<file path="src/rtl/uart_tx_sched.sv">
// Round-robin scheduler sharing one uart_tx between NREQ requesters.
// Each grant becomes a header/payload/checksum frame, paced on tx_done_tick.
module uart_tx_sched #(
    parameter int NREQ    = 4,
    parameter int TIMEOUT = 40000,
    parameter int TO_W    = 16,
    parameter int GAP_CYC = 16,
    parameter int GAP_W   = 8
) (
    input  logic              clk,
    input  logic              reset,
    input  logic [NREQ-1:0]   req,
    input  logic [8*NREQ-1:0] req_data,
    output logic [NREQ-1:0]   grant,
    output logic              tx_start,
    output logic [7:0]        tx_din,
    input  logic              tx_done_tick,
    output logic              busy,
    output logic              frame_done,
    output logic              err_timeout
);

    typedef enum logic [1:0] {
        IDLE,
        LOAD,
        WAIT,
        GAP
    } state_t;

    state_t            state_q;
    logic [2:0]        ptr_q;
    logic [1:0]        byte_idx_q;
    logic [7:0]        pay_q;
    logic [7:0]        chk_q;
    logic [7:0]        din_q;
    logic [TO_W-1:0]   to_cnt_q;
    logic [GAP_W-1:0]  gap_cnt_q;
    logic              start_q;
    logic              busy_q;

    logic [NREQ-1:0]   req_rot;
    logic              found;
    int                gi;
    int                pn;
    logic [2:0]        g;
    logic [2:0]        ptr_d;
    logic [7:0]        pay_d;
    logic [7:0]        hdr_d;
    logic              last_byte;
    logic              timed_out;

    // Rotate req so bit 0 is the requester at ptr, then take the first set bit.
    always_comb begin
        req_rot = (req >> ptr_q) | (req << (NREQ - int'(ptr_q)));
        found   = 1'b0;
        gi      = 0;
        for (int j = 0; j < NREQ; j++) begin
            if (!found && req_rot[j]) begin
                found = 1'b1;
                gi    = int'(ptr_q) + j;
                if (gi >= NREQ) begin
                    gi = gi - NREQ;
                end
            end
        end
        pn = gi + 1;
        if (pn >= NREQ) begin
            pn = 0;
        end
        g     = 3'(gi);
        ptr_d = 3'(pn);
        pay_d = 8'(req_data >> {g, 3'b000});
        hdr_d = 8'hA0 | {5'b00000, g};
    end

    assign last_byte = (byte_idx_q == 2'd2);
    assign timed_out = (int'(to_cnt_q) >= TIMEOUT - 1);

    // A done tick on the timeout cycle wins, so the error needs the tick absent.
    assign grant       = (!reset && state_q == IDLE && found)
                         ? ({{(NREQ-1){1'b0}}, 1'b1} << g) : '0;
    assign frame_done  = !reset && state_q == WAIT && tx_done_tick && last_byte;
    assign err_timeout = !reset && state_q == WAIT && !tx_done_tick && timed_out;

    assign tx_start = start_q;
    assign tx_din   = din_q;
    assign busy     = busy_q;

    always_ff @(posedge clk) begin
        if (reset) begin
            state_q    <= IDLE;
            ptr_q      <= '0;
            byte_idx_q <= '0;
            pay_q      <= '0;
            chk_q      <= '0;
            din_q      <= '0;
            to_cnt_q   <= '0;
            gap_cnt_q  <= '0;
            start_q    <= 1'b0;
            busy_q     <= 1'b0;
        end else begin
            start_q <= 1'b0;
            case (state_q)
                IDLE: begin
                    if (found) begin
                        pay_q      <= pay_d;
                        chk_q      <= hdr_d ^ pay_d;
                        din_q      <= hdr_d;
                        ptr_q      <= ptr_d;
                        byte_idx_q <= '0;
                        start_q    <= 1'b1;
                        busy_q     <= 1'b1;
                        state_q    <= LOAD;
                    end
                end
                LOAD: begin
                    to_cnt_q <= '0;
                    state_q  <= WAIT;
                end
                WAIT: begin
                    if (to_cnt_q != '1) begin
                        to_cnt_q <= to_cnt_q + TO_W'(1);
                    end
                    if (tx_done_tick && !last_byte) begin
                        byte_idx_q <= byte_idx_q + 2'd1;
                        din_q      <= (byte_idx_q == 2'd0) ? pay_q : chk_q;
                        start_q    <= 1'b1;
                        state_q    <= LOAD;
                    end else if (tx_done_tick || timed_out) begin
                        gap_cnt_q <= '0;
                        if (GAP_CYC == 0) begin
                            busy_q  <= 1'b0;
                            state_q <= IDLE;
                        end else begin
                            state_q <= GAP;
                        end
                    end
                end
                GAP: begin
                    if (int'(gap_cnt_q) >= GAP_CYC - 1) begin
                        busy_q  <= 1'b0;
                        state_q <= IDLE;
                    end else if (gap_cnt_q != '1) begin
                        gap_cnt_q <= gap_cnt_q + GAP_W'(1);
                    end
                end
                default: begin
                    state_q <= IDLE;
                end
            endcase
        end
    end

endmodule

</file>
<file path="config.mk">
export PLATFORM = sky130hd
export DESIGN_NAME = uart_tx_sched
export DESIGN_NICKNAME = d
export VERILOG_FILES = /design/src/rtl/uart_tx_sched.sv
export SDC_FILE = /design/constraint.sdc
export NUM_CORES = 1
export LEC_CHECK = 0
export ABC_CLOCK_PERIOD_IN_PS = 8900
export BUFFER_PORTS_ARGS = -buffer_cell sky130_fd_sc_hd__buf_2
export CORE_MARGIN = 3
export CORE_UTILIZATION = 40
export DETAILED_ROUTE_END_ITERATION = 10
export HOLD_SLACK_MARGIN = 0.08
export PLACE_DENSITY_LB_ADDON = 0.25
export SLEW_MARGIN = 30
export SYNTH_ARGS = -nofsm -noshare
export SYNTH_HDL_FRONTEND = slang
export SYNTH_SLANG_ARGS = --single-unit
</file>
<file path="constraint.sdc">
create_clock -name clk -period 8.9 [get_ports clk]
set_clock_uncertainty 0.05 [all_clocks]
set_input_delay 2.67 -clock clk [delete_from_list [all_inputs] [get_ports clk]]
set_output_delay 2.67 -clock clk [all_outputs]
set_load 0.02 [all_outputs]
</file>
# --- Word level (Yosys, flattened, before mapping) ---
# Index checks and enable logic that the tools add are counted.
totals:
  ff_bits: 57
  input_bits: 39
  word_cells: 119
op_classes:
  addsub: 12
  n_lt_le_gt_ge: 7
  n_eq_ne: 15
  shifts: 4
  n_mux: 39
  n_bitwise: 2
  reduce_logical: 30
op_table:
  columns: ["operator", "count"]
  rows:
  - ["$mux W32", 8]
  - ["$mux W8", 7]
  - ["$add A32 B2 Y32 const B", 1]
  - ["$ge A32 B4 Y1 const B", 1]
  - ["$pmux W16 S2", 1]
  - ["$pmux W8 S2", 2]
  - ["$shl A4 B32 Y4", 1]
  - ["$shr A32 B6 Y8", 1]
  - ["$add A16 B1 Y16 const B", 1]
  - ["$ge A16 B16 Y1 const B", 1]
  - ["$mux W16", 1]
  - ["$ne A16 B16 Y1 const B", 1]
  - ["$sub A4 B3 Y5 const B", 3]
  - ["$ge A4 B3 Y1 const B", 3]
  - ["$mux W2", 6]
  - ["$logic_and A1 B1 Y1", 11]
  - ["$ne A2 B2 Y1 const B", 5]
  - ["$reduce_and A3 Y1", 3]
  - ["$add A3 B2 Y4 const B", 2]
  - ["$add A8 B1 Y8 const B", 1]
  - ["$ge A8 B4 Y1 const B", 1]
  - ["$mux W1", 8]
  - ["$ne A8 B8 Y1 const B", 1]
  - ["$pmux W2 S4", 1]
  - ["other kinds (23)", 38]

# --- Logic depth before layout (Yosys ltp) ---
depth:
  word_depth: 16
  depth_mapped: 16
  mapped_depth_nobuf: 14

# --- Least setup slack after synthesis ---
# No wires, ideal clock.
synth_timing:
  path_kind: "input port to output port"
  start: "input req[3]"
  end: "output grant[3]"
  arrival_ns: 4.639
  setup_slack_ns: 1.541
  path_stages: 9
  path_buffers: 0
  cell_sequence: "mux4_2 > and2b_1 > a31oi_2 > nand3_1 > o2111ai_2 > inv_1 > ha_1 > ha_1 > and2_1"
synth_between:
  elab_chain_len: 14
synth_rtl:
  columns: ["item", "line_no", "source"]
  rows:
  - ["start: declaration", "12", "input logic [NREQ-1:0] req,"]
  - ["$shr A4 B3 Y4 / $shl A4 B32 Y4 (equally long branches)", "54", "req_rot = (req >> ptr_q) | (req << (NREQ - int'(ptr_q)));"]
  - ["$or A4 B4 Y4 *", "54", null]
  - ["$mux W1", "58", "if (!found && req_rot[j]) begin"]
  - ["$logic_not A1 Y1", "58", null]
  - ["$logic_and A1 B1 Y1", "58", null]
  - ["$mux W1", "58", null]
  - ["$logic_not A1 Y1", "58", null]
  - ["$logic_and A1 B1 Y1", "58", null]
  - ["$mux W1", "58", null]
  - ["$logic_not A1 Y1", "58", null]
  - ["$logic_and A1 B1 Y1", "58", null]
  - ["$mux W32 / $mux W1 (equally long branches)", "58", null]
  - ["$shl A1 B3 Y4 / $logic_and A1 B1 Y1 (equally long branches)", "81, 80", null]
  - ["$mux W4 *", "81", "? ({{(NREQ-1){1'b0}}, 1'b1} << g) : '0;"]
  - ["end: declaration", "14", "output logic [NREQ-1:0] grant,"]
# Every way passes the cells marked *; elsewhere a longest branch is shown, timed or not.

# --- Worst setup path in the final report ---
# Ends and elaborated chain as after synthesis.

==> impl_metrics.tcl <==
set metrics [dict create \
    synth_enable_flop_cells 0 \
    cts_tree "built" \
    post_cts_resized 0 \
    synth_area_leaders "dfxtp_1, ha_1, nor2_1" \
    finalHoldViolCount 0 \
    relSlewSlack_pct 49.7 \
    area_growth_pct 12.6 \
    synthFlopType "dfxtp_1" \
    routedWlPerCell_um 14.7 \
    utilization_pct 46.9 \
    irDropWorstVdd_mv 0.0867 \
    num_antenna_cells 0 \
    maxCapViolations 0 \
    initial_utilization_pct 41.7 \
    whs_path_depth 2 \
    status "completed" \
    drv_slew 0 \
    ys_seq_area_share_pct 29.4 \
    grt_usage_pct 17.5 \
    drcViolationCount 0 \
    overflow 0 \
    min_from "pay_q[5]" \
    clk_pin_slew_ps 100 \
    min_path_type "register to register" \
    synth.most_common_cell "nor2_1" \
    cts_setup_buffers 0 \
    synthDominantCellAreaShare_pct 29.4 \
    place_congestion 0.841 \
    tightest_slew_ps 755 \
    cts_sinks 54 \
    path_max_fanout 8 \
    cts_buffers 5 \
    cts.hold.buffers_added 0 \
    setup-violations-final 0 \
    postRouteWirelength_um 9070 \
    grt_pass1_vias 3267 \
    port_buffers 54 \
    reg2reg_slack_ps 4280 \
    drt_iter0_markers 175 \
    worstRegToRegCells 14 \
    max_freq_ghz 0.129 \
    holdPathEnd "pay_q[5]" \
    route.antenna.remaining_nets 0 \
    r2r_start "ptr_q[0]" \
    crit_path_end_kind "primary output" \
    syn_inst 452 \
    critPathKind "primary input to primary output" \
    synth_cell_types 71 \
    rsz0062_at_grt "no" \
    worstPathRequired_ps 6180 \
    netlist_top_cells_count "nor2_1, dfxtp_1, nand2_1" \
    nFillCells 899 \
    startpoint_type "primary input" \
    p_total_w 0.000794 \
    critical_path_arrival_ps 5040 \
    core-area_sq_um 8810 \
    post-route-min-period_ps 7760 \
    rows 34 \
    clockBufferDepth 2 \
    viasPerCell 5.68 \
    dieArea_sq_um 10400 \
    clockRootBuffer "clkbuf_8" \
    dp_hpwl_um 6730 \
    grt_first_pass_wirelength_um 15000 \
    vias 3497 \
    die_x_um 102 \
    r2r_end "ptr_q[1]" \
    layout-drive-gt1-share_pct 17.7 \
    synth_area_per_cell_sq_um 8.12 \
    ys_warn_count 0 \
    io_pins 55 \
    synth_top_cell_by_area "dfxtp_1" \
    antenna_found_initial 0 \
    setup_tns_ps 0 \
    first_pass_iters 6 \
    synthesis.area_sq_um 3670 \
    fin_crit_sh_pct 87.2 \
    grt_max_degree 41 \
    die_height_um 102 \
    p_leak_nw 1.66 \
    powerDensity_nw_per_um2 192 \
    htreeDepth 2 \
    synth_seq_cells 54 \
    insertion_delay_ps 300 \
    ys_async_sr_fraction_pct 0 \
    layout.nets 567 \
]
state kept, by name, indices dropped and copies added (netlist names):
name and count:
to_cnt_q 16, gap_cnt_q 8, pay_q 8, tx_din 8, chk_q 5, ptr_q 3
byte_idx_q 2, state_q 2, busy 1, tx_start 1
area by class of cell:
| cell class | instances | area [sq um] | share of cell area [%] |
|---|---|---|---|
| flip-flops and latches | 54 | 1080 | 26.2 |
| well taps | 108 | 135 | 3.27 |
| repair buffers | 57 | 293 | 7.08 |
| inverters | 11 | 41.3 | 0.999 |
| clock buffers | 5 | 68.8 | 1.66 |
| multi-input cells | 379 | 2500 | 60.5 |
| clock inverters | 2 | 15.0 | 0.363 |
through the flow:
step | instance area (sq um) | hold WS, ps | instances | worst slack (ps)
finish | 4130 | 410 | 616 | 1140
global route | 4130 | 432 | 616 | 918
CTS | 4130 | 408 | 616 | 1120
detailed placement | 4050 | 398 | 609 | 1130
global placement | 4050 | 395 | 609 | 1190
floorplan | 3740 | 382 | 469 | 1540
logic make-up (layout without fill, tap and decap cells):
logic type	Yosys count	count (layout)	share of synthesized area [%]
simple gates	201	201	27.9
compound gates	103	103	21.5
flops	54	54	29.4
buf+inv	36	75	4.43
fa+ha+maj	20	20	6.81
mux	20	20	5.89
xor+xnor	16	16	3.82
other cells	2	19	0.205
power by group:
| group | switching [W] | internal [W] |
|---|---|---|
| clock network | 0.0000805 | 0.0000540 |
| registers | 0.0000242 | 0.000276 |
| logic | 0.000221 | 0.000138 |
placed cells by master (no fill, tap or decap), drive strengths merged, types with 4 or more instances in the layout:
cell type / count
nor3: 16
clkbuf: 5
buf: 57
and3: 6
nand2b: 6
xor2: 13
and2: 8
o31ai: 5
mux2i: 16
o21ai: 13
nor3b: 6
inv: 10
o221ai: 4
nor2b: 7
nand3: 25
a32o: 4
dfxtp: 54
o32a: 5
nor2: 57
a21oi: 28
nand4: 8
a211oi: 10
nand2: 39
conb: 19
o211ai: 4
a41oi: 4
a31oi: 6
or2: 6
ha: 20
worst max-delay path by stage:
stage	start	end	slack [ps]	cells after the start
finish	req[3]	grant[3]	1140	11
global route	req[3]	grant[3]	920	11
CTS	req[3]	grant[2]	1120	9
detailed placement	req[3]	grant[2]	1130	9
global placement	req[3]	grant[3]	1190	9
floorplan	req[3]	grant[3]	1540	9
layer usage:
| layer | vias up | routed length [um] | global-route usage (%) |
|---|---|---|---|
| li1 | 1744 | - | - |
| met1 | 1674 | 4040 | 21.7 |
| met2 | 68 | 4570 | 31.6 |
| met3 | 11 | 308 | 2.39 |
| met4 | 0 | 156 | 4.74 |
| met5 | - | 0 | 0 |
critical path: stages:
cell       delay, ps
buf_2            140
mux4_2           460
and2b_1          240
a31oi_2          380
nand3_1          160
o2111ai_2        130
inv_1            170
ha_1             240
ha_1             170
and2_1           130
buf_2            150
(Power assumes the default switching activity.)
